<file path="src/rtl/pg_fault_sequencer.sv">
// pg_fault_sequencer: validates fault inject/clear requests, drains the mesh, applies and settles the broadcast pg_en/pg_node config.
module pg_fault_sequencer #(
  parameter int MESH_X     = 8,
  parameter int MESH_Y     = 8,
  parameter int SETTLE_CYC = 4,
  parameter int DRAIN_TMO  = 255
) (
  input  logic       clk,
  input  logic       rst_n,
  input  logic       req_valid,
  output logic       req_ready,
  input  logic       req_op,
  input  logic [5:0] req_node,
  output logic       drain_req,
  input  logic       drain_ack,
  output logic       pg_en,
  output logic [5:0] pg_node,
  output logic       cfg_active,
  output logic       busy,
  output logic       err_pulse,
  output logic [1:0] err_code
);
  localparam logic [2:0] IDLE   = 3'd0;
  localparam logic [2:0] CHECK  = 3'd1;
  localparam logic [2:0] DRAIN  = 3'd2;
  localparam logic [2:0] APPLY  = 3'd3;
  localparam logic [2:0] SETTLE = 3'd4;
  localparam logic [2:0] ACTIVE = 3'd5;
  localparam logic [7:0] TMO_LAST    = 8'(DRAIN_TMO - 1);
  localparam logic [7:0] SETTLE_LAST = 8'(SETTLE_CYC - 1);

  logic [2:0] state;
  logic       op;
  logic [5:0] node;
  logic [7:0] cnt;
  logic       bad_coord;
  logic [2:0] home;

  // The stable state always tracks pg_en, so aborts return to whichever matches the unchanged config.
  assign home       = pg_en ? ACTIVE : IDLE;
  assign req_ready  = state == IDLE || state == ACTIVE;
  assign busy       = !req_ready;
  assign drain_req  = state == DRAIN || state == APPLY || state == SETTLE;
  assign cfg_active = state == ACTIVE;
  assign bad_coord  = 32'(node[2:0]) >= 32'(MESH_X) || 32'(node[5:3]) >= 32'(MESH_Y);

  always_ff @(posedge clk or negedge rst_n) begin
    if (!rst_n) begin
      state     <= IDLE;
      op        <= 1'b0;
      node      <= '0;
      cnt       <= '0;
      pg_en     <= 1'b0;
      pg_node   <= '0;
      err_pulse <= 1'b0;
      err_code  <= '0;
    end else begin
      err_pulse <= 1'b0;
      case (state)
        IDLE, ACTIVE: if (req_valid) begin
          op       <= req_op;
          node     <= req_node;
          err_code <= '0;
          state    <= CHECK;
        end
        CHECK: if (!op && (bad_coord || pg_en)) begin
          err_code  <= bad_coord ? 2'b01 : 2'b11;
          err_pulse <= 1'b1;
          state     <= home;
        end else if (op && !pg_en) begin
          state <= IDLE;
        end else begin
          cnt   <= '0;
          state <= DRAIN;
        end
        DRAIN: if (drain_ack) begin
          cnt   <= '0;
          state <= APPLY;
        end else if (cnt == TMO_LAST) begin
          err_code  <= 2'b10;
          err_pulse <= 1'b1;
          state     <= home;
        end else begin
          cnt <= cnt + 8'd1;
        end
        APPLY: begin
          pg_en   <= !op;
          pg_node <= op ? 6'd0 : node;
          state   <= SETTLE;
        end
        SETTLE: if (cnt == SETTLE_LAST) state <= pg_en ? ACTIVE : IDLE;
        else cnt <= cnt + 8'd1;
        default: state <= IDLE;
      endcase
    end
  end
endmodule

</file>
<file path="config.mk">
export PLATFORM = sky130hd
export DESIGN_NAME = pg_fault_sequencer
export DESIGN_NICKNAME = d
export VERILOG_FILES = /design/src/rtl/pg_fault_sequencer.sv
export SDC_FILE = /design/constraint.sdc
export NUM_CORES = 1
export LEC_CHECK = 0
export BUFFER_PORTS_ARGS = -buffer_cell sky130_fd_sc_hd__buf_2
export CAP_MARGIN = 10
export CORE_ASPECT_RATIO = 0.5
export CORE_UTILIZATION = 45
export DETAILED_ROUTE_END_ITERATION = 12
export PLACE_DENSITY = 0.63
export SYNTH_ARGS = -nofsm -noshare
export SYNTH_HDL_FRONTEND = slang
export SYNTH_SLANG_ARGS = --single-unit
</file>
<file path="constraint.sdc">
create_clock -name clk -period 2.4 [get_ports clk]
set_clock_uncertainty 0.2 [all_clocks]
set_input_delay 0.36 -clock clk [delete_from_list [all_inputs] [get_ports clk]]
set_output_delay 0.36 -clock clk [all_outputs]
set_load 0.03 [all_outputs]
</file>
==> out/metrics.cfg, run 1 <==
[outcome]
outcome = complete, no violations

[grt]
met3_usage = 0.05333
grt_busiest_layer = met2
met1_usage = 0.2540
gr-total-overflow = 0
grt_pass1_wl_mm = 5.375
grtUsageTotal = 0.1901
use_met2 = 0.3088
antenna_found_initial = 0
first_global_vias = 1182
grt_max_degree = 29

[logic_synthesis]
ys_seq_elements = 28
yosysWarnings = 0
syn_area_per_cell_um2 = 10.03
syn_area_um2 = 1565
ys_seq_area_frac = 0.4476
postSynthCellCount = 156
syn_nets = 171
yosysUniqueCellTypes = 44

[routing]
viasPerCell = 5.339
drt_iter0_markers = 31
wl_mm = 3.101
antenna_left = 0
drc = 0
wire_per_inst_um = 13.84
vias = 1196
dr.pass1.iters = 4

[sta]
setup_tns_ns = 0
min_period_ns = 2.251
timing.fmax_mhz = 444.2
slew_headroom = 0.5693
tightest_slew_ns = 0.6460
slew_viol_final = 0
period_share = 0.9380
setup_viol = 0
hold_viol_final = 0
rsz0062_at_grt = no

[cells_and_area]
drive_gt1_frac = 0.3207
antenna_cells = 0
area_growth_pct = 15.99
layoutNonFillerInstCount = 224
final_util = 0.5758
fin_area_um2 = 1815
final_nets = 200

[power_and_ir_drop]
p_per_area_nw_per_um2 = 1239
vdd_drop_max_mv = 0.6529
p_leak_nw = 0.8465

[clock_network]
clock_sinks = 28
clk_path_buf_depth = 2
clock_latency_ns = 0.28
numCtsBuffers = 3
root_buffer = clkbuf_8
cts-htree-levels = 1
cts.clk_slew.worst_paths_ns = 0.09
cts_tree = done

[setup_path]
r2r_end = cnt[1]
arrival_ns = 1.69
worstSetupPathType = flop to output port
crit_fanout = 10
critPathLaunchType = flop
worstReg2RegStart = cnt[1]
rr_worst_depth = 5
crit_required_ns = 1.84
rrSetupSlack_ns = 0.16
crit_start = state[0]
end_kind = output port

[die]
io_pins = 25
rows = 14
die_w_um = 85.41
die_area_um2 = 3733
die_y_um = 43.71
start_util = 0.4964
core-area_um2 = 3153

[placement]
gp_congestion = 0.8142
dpl_cell_area_um2 = 1733
dp_hpwl_mm = 2.214
io_buffers = 24
place_inst = 219

[worst_hold_path]
hold_path_startpoint = req_node[0]
min_path_type = input pin to flop
holdPathEnd = node[0]
holdPathStages = 2

[run]
drv_cap = 0

critical path, stage by stage (launching register included):
cell and delay, ns:
dfrtp_2 0.51, buf_4 0.19, or3b_2 0.45, nand2_1 0.08, buf_2 0.19
flip-flops by register name (all words and copies together), names as in the netlist:
name,count
op,1
err_pulse,1
node,6
err_code,2
state,3
pg_en,1
pg_node,6
cnt,8
final cells by class:
cell class / count / area (µm²)
Fill cell: 293 / 1338
Multi-Input combinational cell: 112 / 783.3
Sequential cell: 28 / 701.9
Timing Repair Buffer: 31 / 175.2
Tap cell: 40 / 50.05
Clock buffer: 3 / 41.29
Inverter: 9 / 33.78
Clock inverter: 1 / 30.03
layout by cell type (no fill, tap or decap), types with 3 or more instances in the layout:
master and count:
nand2_1 17, dfrtp_1 27, nand3_1 6, a31oi_1 6, inv_1 9, nor2_1 9, mux2_2 7, a21oi_1 6
ha_1 4, or2_2 4, nor3_1 5, clkbuf_8 3, buf_4 6, o21ai_0 16, buf_2 24
power breakdown:
group	leakage [nW]	internal (mW)	switching, mW
Sequential	0.361	0.627	0.156
Clock	0.0357	0.223	0.151
Combinational	0.450	0.442	0.650
cells by family after synthesis:
logic type      count (synthesis)  synth area share
simple gates                   57            0.2118
buf+inv                        16           0.05196
xor+xnor                        1          0.005597
fa+ha+maj                       4           0.03198
compound gates                 40            0.1783
flops                          28            0.4476
mux                            10           0.07274
cells in the mapped netlist, drive strengths merged:
cell / number / share of area
nand4: 1 / 0.0040
nand3: 6 / 0.019
or2b: 1 / 0.0056
a22o: 2 / 0.011
nor2: 9 / 0.022
nand2b: 1 / 0.0040
xor2: 1 / 0.0056
dfrtp: 28 / 0.45
mux2i: 2 / 0.013
nand2: 17 / 0.041
a2bb2oi: 2 / 0.011
buf: 5 / 0.026
and2: 2 / 0.0088
a211oi: 2 / 0.018
or2: 4 / 0.016
a21boi: 1 / 0.0048
nor4: 3 / 0.022
and2b: 1 / 0.0048
nor3: 5 / 0.016
nand4b: 1 / 0.0056
o21ai: 16 / 0.051
o41ai: 1 / 0.018
nor3b: 2 / 0.013
clkbuf: 2 / 0.0048
or3b: 1 / 0.0056
o21a: 1 / 0.0048
a21o: 1 / 0.0048
a31oi: 6 / 0.024
or4b: 1 / 0.0088
or4: 1 / 0.0072
nor4b: 1 / 0.0096
ha: 4 / 0.032
mux2: 8 / 0.060
a211o: 1 / 0.0064
a21oi: 7 / 0.025
inv: 9 / 0.022
worst max-delay path by stage:
stage               cells past startpoint   endpoint  slack (ns)
floorplan                               6     cnt[1]        0.16
global placement                        5     cnt[1]        0.24
detailed placement                      5     cnt[1]        0.18
CTS                                     4  drain_req        0.05
global route                            6     cnt[6]        0.05
finish                                  4  drain_req        0.15
per-stage QoR:
stage	hold slack [ns]	total power [mW]	worst slack (ns)
2_1_floorplan	-0.1356	1.633	0.1648
6_report	0.1116	2.250	0.1489
3_3_place_gp	0.2184	1.870	0.2356
3_5_place_dp	0.2141	1.892	0.1807
5_1_grt	0.09323	2.420	0.04677
4_1_cts	0.09891	2.276	0.05231
per-layer routing:
layer / wire length (µm) / share of wire
met1: 1613 / 0.52
met2: 1366 / 0.44
met3: 105 / 0.034
met5: 0 / 0
met4: 16 / 0.0052
repair_timing:
item                                    CTS  global route
buffers inserted                          0             0
endpoints found under the hold margin    28             0
endpoints found under the setup margin    0             1
resized for setup                         0             1
hold buffers                              1             0
(Power assumes the default switching activity.)
==> inputs of run 2 (changes only) <==
Settings changed: SETUP_SLACK_MARGIN set to 0.4.
Clock period 2.4 ns to 2.57 ns, I/O delays scaled along.
==> run 2 against run 1 <==
Power grew 2.3%. Global-route usage increased by 1.1 points. Non-clock buffer count grew 9. Via count increased by 8.3%. Combinational power grew 13%. Routed wire length grew 9.1%. Setup slack better by 0.28 ns. Design area is 9.1% higher.
==> out/metrics.cfg, run 2 (synthesis results as in run 1) <==
[placement]
dp_hpwl_mm = 2.245
dp_slack_ns = 0.2990
io_buffers = 24
gp_congestion = 0.8206
dpl_cell_area_um2 = 1704

[cells_and_area]
antenna_cells = 0
final_nets = 209
mostFrequentLayoutCells = dfrtp_1 (24), buf_2 (21), nand2_1 (16), o21ai_0 (15), buf_4 (13)
regMostFlops = cnt
largest_registers = cnt x8, node x6, pg_node x6
layout.cells.most_common = dfrtp_1
fin_area_um2 = 1981
drive_gt1_frac = 0.4093
area_growth_pct = 26.54
largest_register_ff_count = 8

[worst_hold_path]
hold_path_startpoint = req_node[4]
min_path_type = input pin to flop

[setup_path]
worstReg2RegStart = cnt[0]
crit_fanout = 5
crit_required_ns = 2.59
rr_worst_depth = 8
critPathLaunchType = flop
r2r_end = state[0]
end_kind = flop
crit_start = cnt[0]
rrSetupSlack_ns = 0.43
arrival_ns = 2.17
crit_end = state[0]
worstSetupPathType = flop to flop

[sta]
rsz0062_at_grt = yes
period_share = 0.8346
timing.fmax_mhz = 466.2
hold_viol_final = 0
setup_viol = 0
tightest_slew_ns = 0.6203
hold_slack_ns = 0.1265
slew_viol_final = 0
min_period_ns = 2.145
fin_ws_ns = 0.4252
slew_headroom = 0.5865
setup_tns_ns = 0

[routing]
wire_per_inst_um = 14.52
vias = 1295
wl_mm = 3.384
antenna_left = 0
dr.pass1.iters = 4
drc = 0
viasPerCell = 5.558
drt_iter0_markers = 29

[grt]
gr-total-overflow = 0
grtUsageTotal = 0.2009
grt_pass1_wl_mm = 5.768
first_global_vias = 1203
antenna_found_initial = 0
grt_max_degree = 29

[run]
drv_cap = 0

[die]
start_util = 0.4964
die_area_um2 = 3733
core-area_um2 = 3153
rows = 14
io_pins = 25
die_y_um = 43.71
die_w_um = 85.41

[clock_network]
cts.clk_slew.worst_paths_ns = 0.10
cts_tree = done
clk_path_buf_depth = 2
numCtsBuffers = 3
clock_latency_ns = 0.28
clock_sinks = 28
root_buffer = clkbuf_8
cts-htree-levels = 1

[power_and_ir_drop]
p_leak_nw = 0.8960
vdd_drop_max_mv = 0.5915
fin_total_pwr_mw = 2.303
p_per_area_nw_per_um2 = 1163

[outcome]
outcome = complete, no violations

[run 2: stage by stage]
stage,utilization,std cells
2_1_floorplan,-,156
3_3_place_gp,0.5405,215
3_5_place_dp,0.5405,215
4_1_cts,0.5897,228
5_1_grt,0.6282,233
6_report,0.6282,233
[run 2: repair_timing]
action	CTS	global route
buffers inserted	8	5
cloned	0	0
resized for setup	3	24
hold buffers	1	0
endpoints found under the setup margin	2	21
hold endpoints to repair	28	0
pin swaps	3	7
[run 2: worst min path at each step]
stage	endpoint	depth (start not counted)
5_1_grt	node[1]	2
6_report	node[4]	2
2_1_floorplan	cnt[0]	0
3_3_place_gp	cnt[6]	1
3_5_place_dp	cnt[6]	1
4_1_cts	node[0]	2
[run 2: cell type report]
| type | instances | area (µm²) |
|---|---|---|
| clock inverter | 1 | 30.03 |
| clock buffer | 3 | 41.29 |
| fill | 271 | 1172 |
| timing repair buffer | 40 | 269.0 |
| tap | 40 | 50.05 |
| sequential | 28 | 705.7 |
| inverter | 9 | 33.78 |
| multi-input combinational | 112 | 850.8 |
[run 2: routing by layer]
metal / vias to the layer above / share of wire / wire [µm] / track usage
met5: - / 0 / 0 / 0
met4: 0 / 0.0062 / 21 / 0.05000
met3: 4 / 0.037 / 126 / 0.05333
met2: 26 / 0.46 / 1562 / 0.3248
met1: 635 / 0.49 / 1674 / 0.2749
li1: 630 / - / - / -
[run 2: power breakdown]
part / internal (mW) / switching, mW / total [mW] / leakage (nW)
Sequential: 0.590 / 0.130 / 0.720 / 0.357
Combinational: 0.538 / 0.688 / 1.23 / 0.504
Clock: 0.209 / 0.148 / 0.357 / 0.0357
[run 2: worst max-delay path, stage by stage (launching register included)]
cell	delay, ns
dfrtp_1	0.44
inv_2	0.11
ha_4	0.14
nand4b_1	0.16
buf_4	0.19
nor4_4	0.35
buf_4	0.21
a211o_2	0.15
a22o_1	0.14
